$ cat config.mk
export PLATFORM = sky130hd
export DESIGN_NAME = adder_subtractor
export DESIGN_NICKNAME = d
export VERILOG_FILES = /design/src/rtl/adder_subtractor.sv
export SDC_FILE = /design/constraint.sdc
export NUM_CORES = 1
export LEC_CHECK = 0
export ABC_AREA = 1
export CORE_AREA = 2 2 39 41
export DETAILED_ROUTE_END_ITERATION = 8
export DIE_AREA = 0 0 41 43
export GPL_TIMING_DRIVEN = 0
export PLACE_DENSITY = 0.68
export SYNTH_ARGS = -nofsm -noshare
export SYNTH_HDL_FRONTEND = slang
export SYNTH_SLANG_ARGS = --single-unit
export TNS_END_PERCENT = 1
$ cat constraint.sdc
create_clock -name clk -period 0.8 [get_ports clk]
set_clock_uncertainty 0.1 [all_clocks]
set_input_delay 0.08 -clock clk [delete_from_list [all_inputs] [get_ports clk]]
set_output_delay 0.08 -clock clk [all_outputs]
set_load 0.01 [all_outputs]
$ cat src/rtl/adder_subtractor.sv
// adder_subtractor: registered 4-bit ripple-carry adder/subtractor.
//
// Operands are bit-split on individual ports. With ctrl=0 the result is A+B, and with
// ctrl=1 it is A-B. Subtraction inverts B and injects a carry-in of 1, which gives the
// two's complement. The result, carry and flags are captured on every clock edge where
// in_valid is high, and are held on all other edges. out_valid pulses for one cycle per
// captured result.
//
// Optional feature: define ADDER_SUBTRACTOR_FLAGS_EN to add the v (signed overflow) and
// z (zero) outputs. The default build has no flag ports.
//
// Ports:
//   clk        rising-edge clock
//   rst_n      asynchronous active-low reset; release is expected synchronous to clk
//   a0..a3     operand A, a0 = LSB
//   b0..b3     operand B, b0 = LSB
//   ctrl       0 = add, 1 = subtract; sampled together with the operands
//   in_valid   capture operands on this edge
//   s0..s3     registered result, s0 = LSB
//   c          registered carry-out (subtract: 1 = no borrow)
//   out_valid  one-cycle strobe marking a new result
//   v, z       registered overflow / zero flags (ADDER_SUBTRACTOR_FLAGS_EN only)
module adder_subtractor (
  input  logic clk,
  input  logic rst_n,
  input  logic a0,
  input  logic a1,
  input  logic a2,
  input  logic a3,
  input  logic b0,
  input  logic b1,
  input  logic b2,
  input  logic b3,
  input  logic ctrl,
  input  logic in_valid,
  output logic s0,
  output logic s1,
  output logic s2,
  output logic s3,
  output logic c,
  output logic out_valid
`ifdef ADDER_SUBTRACTOR_FLAGS_EN
  ,
  output logic v,
  output logic z
`endif
);

  logic [3:0] w_a;
  logic [3:0] w_b;
  logic [3:0] w_bx;
  logic [3:0] w_sum;
  logic [4:0] w_carry;

  logic [3:0] r_sum;
  logic       r_c;
  logic       r_valid;

  assign w_a  = {a3, a2, a1, a0};
  assign w_b  = {b3, b2, b1, b0};
  assign w_bx = w_b ^ {4{ctrl}};

  // Ripple chain. In subtract mode, ctrl supplies the +1 of the two's complement.
  always_comb begin
    w_carry    = '0;
    w_sum      = '0;
    w_carry[0] = ctrl;
    for (int i = 0; i < 4; i++) begin
      w_sum[i]       = w_a[i] ^ w_bx[i] ^ w_carry[i];
      w_carry[i + 1] = (w_a[i] & w_bx[i]) | (w_carry[i] & (w_a[i] ^ w_bx[i]));
    end
  end

  always_ff @(posedge clk or negedge rst_n) begin
    if (!rst_n) begin
      r_sum   <= '0;
      r_c     <= 1'b0;
      r_valid <= 1'b0;
    end else begin
      r_valid <= in_valid;
      if (in_valid) begin
        r_sum <= w_sum;
        r_c   <= w_carry[4];
      end
    end
  end

`ifdef ADDER_SUBTRACTOR_FLAGS_EN
  logic r_v;
  logic r_z;

  always_ff @(posedge clk or negedge rst_n) begin
    if (!rst_n) begin
      r_v <= 1'b0;
      r_z <= 1'b0;
    end else if (in_valid) begin
      // Signed overflow: the carry into the MSB stage disagrees with the carry out of it.
      r_v <= w_carry[3] ^ w_carry[4];
      r_z <= (w_sum == 4'b0000);
    end
  end

  assign v = r_v;
  assign z = r_z;
`endif

  assign s0        = r_sum[0];
  assign s1        = r_sum[1];
  assign s2        = r_sum[2];
  assign s3        = r_sum[3];
  assign c         = r_c;
  assign out_valid = r_valid;

endmodule

* Yosys cells after proc, flatten, opt, wreduce, memory -nomap -nowiden
Index checks and enable logic that the tools add are counted.
W data, S select, Z words.
** Storage, ports and cells
- Output and inout port bits :: 6
- Flip-flop bits (word level) :: 6
- Logic and storage cells :: 24
- Bits of input ports :: 12
** Operators by class
- Bitwise logic cells :: 21
** Operators with widths (number)
- $and A1 B1 Y1 :: 8
- $xor A1 B1 Y1 :: 8
- $or A1 B1 Y1 :: 4
- $xor A4 B4 Y4 :: 1

* Depth between registers and ports, before layout
Gate-level depths: netlist (run 1).
- Word-level depth :: 10
- Mapped depth :: 10

* Worst setup path after synthesis (run 1)
Ideal clock, no wire load.
- Path kind :: input -> register
- Start point :: in ctrl
- End point :: reg r_sum[3]
- Data required time :: 583 ps
- Data arrival time :: 1396 ps
- Setup slack :: -813 ps
- Stages on the path :: 8
- Path buffers :: 0
- Path through :: xor2_1 fa_1 inv_1 fa_1 inv_1 fa_1 nand2_1 nand2_1
** On the way
- Word-level cells in the longest chain between the ends :: 9
- Elaborated cells between the ends (all ways) :: 15
** RTL lines
- start: declaration :: line 34 : input logic ctrl,
- $xor A4 B4 Y4 :: line 61 : assign w_bx = w_b ^ {4{ctrl}};
- $xor A1 B1 Y1 :: line 70 : w_carry[i + 1] = (w_a[i] & w_bx[i]) | (w_carry[i] & (w_a[i] ^ w_bx[i]));
- $and A1 B1 Y1 :: line 70
- $or A1 B1 Y1 :: line 70
- $and A1 B1 Y1 :: line 70
- $or A1 B1 Y1 :: line 70
- $and A1 B1 Y1 :: line 70
- $or A1 B1 Y1 :: line 70
- $xor A1 B1 Y1 * :: line 69 : w_sum[i] = w_a[i] ^ w_bx[i] ^ w_carry[i];
- via w_sum[3] :: line 52 : logic [3:0] w_sum;
- end signal: assignment :: line 82 : r_sum <= w_sum;
- end: declaration :: line 55 : logic [3:0] r_sum;
Mark *: on every way through the listed nets, which the timed path passes. The rest lies on a longest branch.
A chain may end at the register's enable or synchronous reset.

* Worst setup path after layout (run 1)
- Start point :: in a2
- End point :: reg r_sum[3]
** On the way
- Word-level cells in the longest chain between the ends :: 4
- Elaborated cells between the ends (all ways) :: 5
** RTL lines
- start: declaration :: line 28 : input logic a2,
- $xor A1 B1 Y1 :: line 70
- $and A1 B1 Y1 :: line 70
- $or A1 B1 Y1 * :: line 70
- $xor A1 B1 Y1 * :: line 69
- via w_sum[3] :: line 52
Marked as above.

==> metrics.cfg, run 1 <==
[timing]
tns_ps = -2661
rsz0062_at_grt = yes
fin_crit_ps = 1508
slew_headroom_pct = 82.80
worst_pin_slew_ps = 257.2
fin_crit_sh_pct = 188.5
final-setup-viol-count = 10
final-hold-violation-count = 6
whs_ps = -25.48
slew_violations = 0
worst_slack_ps = -708.1
fmax_ghz = 0.6631

[synth]
netlist_instances = 36
ys_ff_latch = 6
async_reset_ff_share_pct = 100.0
ys.flop_type = dfrtp_1
synthSimpleGateAreaFrac_pct = 17.91
synth.distinct_cells = 8
synth_enable_flop_cells = 0
syn-num-nets = 51
synth_warnings = 0
seq_area_frac_synth_pct = 44.78
netlist_area_um2 = 335.3
synth.avg_cell_area_um2 = 9.315
synth_top_family_by_area = adder cells
synth_compound_area_share_pct = 4.851
synth_largest_area_cell = dfrtp_1
synth_xor_area_share_pct = 7.836
ys_top_cells_by_area = dfrtp_1, fa_1, nand2_1, inv_1, xor2_1
yosysMostFrequentCell = nand2_1
synthMuxAreaShare_pct = 0
synth_common_cells = nand2_1, dfrtp_1, inv_1
synth_top_area_share_pct = 44.78
synth_fa_ha_area_share_pct = 17.91

[power_and_ir_drop]
pwr-share-comb_pct = 31.8
power_leakage_uw = 0.0003042
p_int_uw = 680.9
switching_power_uw = 265.2
power_frac_clock_pct = 28.2
peakVddDrop_mv = 0.4661
p_per_area_mw_per_mm2 = 1669
p_sw_share_pct = 28.03
p_seq_share_pct = 40.0

[clock_tree]
clkTransAtPathRegs_ps = 40
clock_latency_ps = 240
clock-sinks = 6
root_buffer = clkbuf_4
clk_path_buf_depth = 2
htreeDepth = 1
cts_tree = yes
cts_buffers = 3

[global_route]
grt_pass1_vias = 281
grt_first_pass_wirelength_mm = 1.145
antenna_found_initial = 0
grt_max_degree = 7
gr-usage-all-layers_pct = 10.53
overflow = 0

[floorplan]
rows = 14
die_x_um = 41
io-pin-count = 18
dieArea_mm2 = 0.001763
die_h_um = 43
fp.coreArea_mm2 = 0.001384
initial_core_util_pct = 24.23

[detailed_routing]
drt_iter0_drc = 2
num_vias = 305
wl_met2_um = 318
wire_per_inst_um = 8.453
wl_met3_um = 68
ant_nets = 0
top_layer_used = met4
firstDrtPassIters = 4
met1_length_um = 227
postRouteWirelength_um = 634
route.detailed.drc = 0
vias_per_cell = 4.067

[worst_setup_path]
critPathMaxStageDelay_ps = 470
r2r-start = r_sum[2]
critPathRequiredTime_ps = 830
r2r_slack_ps = 90
crit_type = in -> reg
startpoint_type = primary input
crit_slowest_cell = clkdlybuf4s50_1
r2r_cells = 2
reg2reg_to = r_sum[2]
endpoint = r_sum[3]
cp_max_fo = 1
worst_setup_path_end_kind = register
cp_cell_sequence = clkdlybuf4s50_1 -> inv_2 -> fa_2 -> inv_2 -> fa_1 -> nand2_1 -> nand2_1
crit_arrival_ps = 1540
crit_start = a2

[run]
maxCapViolations = 0

[finish]
diodes = 0
fin_nets = 76
drive_above_1_share_pct = 44.07
final_core_util_pct = 40.96
syn_to_final_growth_pct = 69.03

[place]
dpl.hpwl_um = 510.5
port_buffers = 17
finalWeightedCongestion = 0.5841

[outcome]
violations = negative hold slack, negative setup slack
run_status = complete, but fails checks

[hold_path]
hold_class = in -> async

## cells in the final DEF, fill, tap and decap left out, types with 2 or more instances in the layout
master           synthesis  layout
buf_2                    0       7
nand2_1                 16      15
inv_1                    6       2
fa_2                     0       2
buf_4                    0       3
inv_2                    0       4
clkdlybuf4s50_1          0       4
buf_6                    0       2
dfrtp_1                  6       6
clkbuf_4                 0       3
## registers in the layout (all words and copies together), names as in the netlist
register	flops
c	1
out_valid	1
r_sum	4
## power by group through the flow
stage	logic (uW)	clock network, uW	registers (uW)
detailed placement	326	0	385
CTS	292	282	379
finish	301	267	378
floorplan	110	0	407
global route	345	307	382
global placement	316	0	384
## logic make-up (layout without fill, tap and decap cells)
logic type      Yosys count  count (layout)
buf+inv                   6              29
compound gates            2               2
simple gates             16              16
flops                     6               6
xor+xnor                  3               3
fa+ha+maj                 3               3
## repair_timing
action                     in CTS  in global routing
buffers inserted                1                  2
hold endpoints to repair        6                  6
gates resized for setup        51                  6
setup endpoints to repair      11                 10
pin swaps                       8                  6
## worst max-delay path, delay by kind of cell
family,cells,cell delay [ps]
adders and majority gates,2,770
buffers and inverters,3,570
and+or+nand+nor,2,120
## worst min path at each step
stage	endpoint	start	slack (ps)	depth (start not counted)
after floorplan	c	rst_n	-320	0
after global placement	r_sum[2]	rst_n	230	1
after detailed placement	r_sum[2]	rst_n	230	1
after CTS	out_valid	rst_n	-20	1
after global routing	r_sum[2]	rst_n	-9	1
final	out_valid	rst_n	-30	1
## stage by stage
step / setup slack [ps] / hold slack [ps] / total power, uW / instances / cell area, um2
2_1_floorplan: -804.1 / -315.6 / 517.0 / 36 / 335.3
3_3_place_gp: -1457 / 226.9 / 699.8 / 69 / 525.5
3_5_place_dp: -1511 / 231.3 / 710.8 / 69 / 525.5
4_1_cts: -832.5 / -24.46 / 953.4 / 73 / 529.3
5_1_grt: -766.1 / -8.541 / 1035 / 75 / 566.8
6_report: -708.1 / -25.48 / 946.2 / 75 / 566.8
## routing by layer
layer | up-vias | track usage (%)
met5 | - | 0
met4 | 0 | 14.00
met3 | 2 | 1.571
li1 | 150 | -
met2 | 17 | 12.50
met1 | 136 | 13.20
## cell type report
type                            instances  area [um2]
Timing Repair Buffer                   20       166.4
Inverter                                6       22.52
Sequential cell                         6       150.1
Clock buffer                            3       22.52
Tap cell                               16       20.02
Multi-Input combinational cell         24       185.2
Fill cell                             154       817.0
Note: power is estimated with default switching activity, not from simulation.
==> inputs of run 2 (changes only) <==
--- a/config.mk
+++ b/config.mk
@@ -10,6 +10,7 @@
 export DETAILED_ROUTE_END_ITERATION = 8
 export DIE_AREA = 0 0 41 43
 export GPL_TIMING_DRIVEN = 0
+export HOLD_SLACK_MARGIN = 0.15
 export PLACE_DENSITY = 0.68
 export SYNTH_ARGS = -nofsm -noshare
 export SYNTH_HDL_FRONTEND = slang
==> results of run 2 <==
No change in the layout: final DEF, timing and power equal those of run 1.
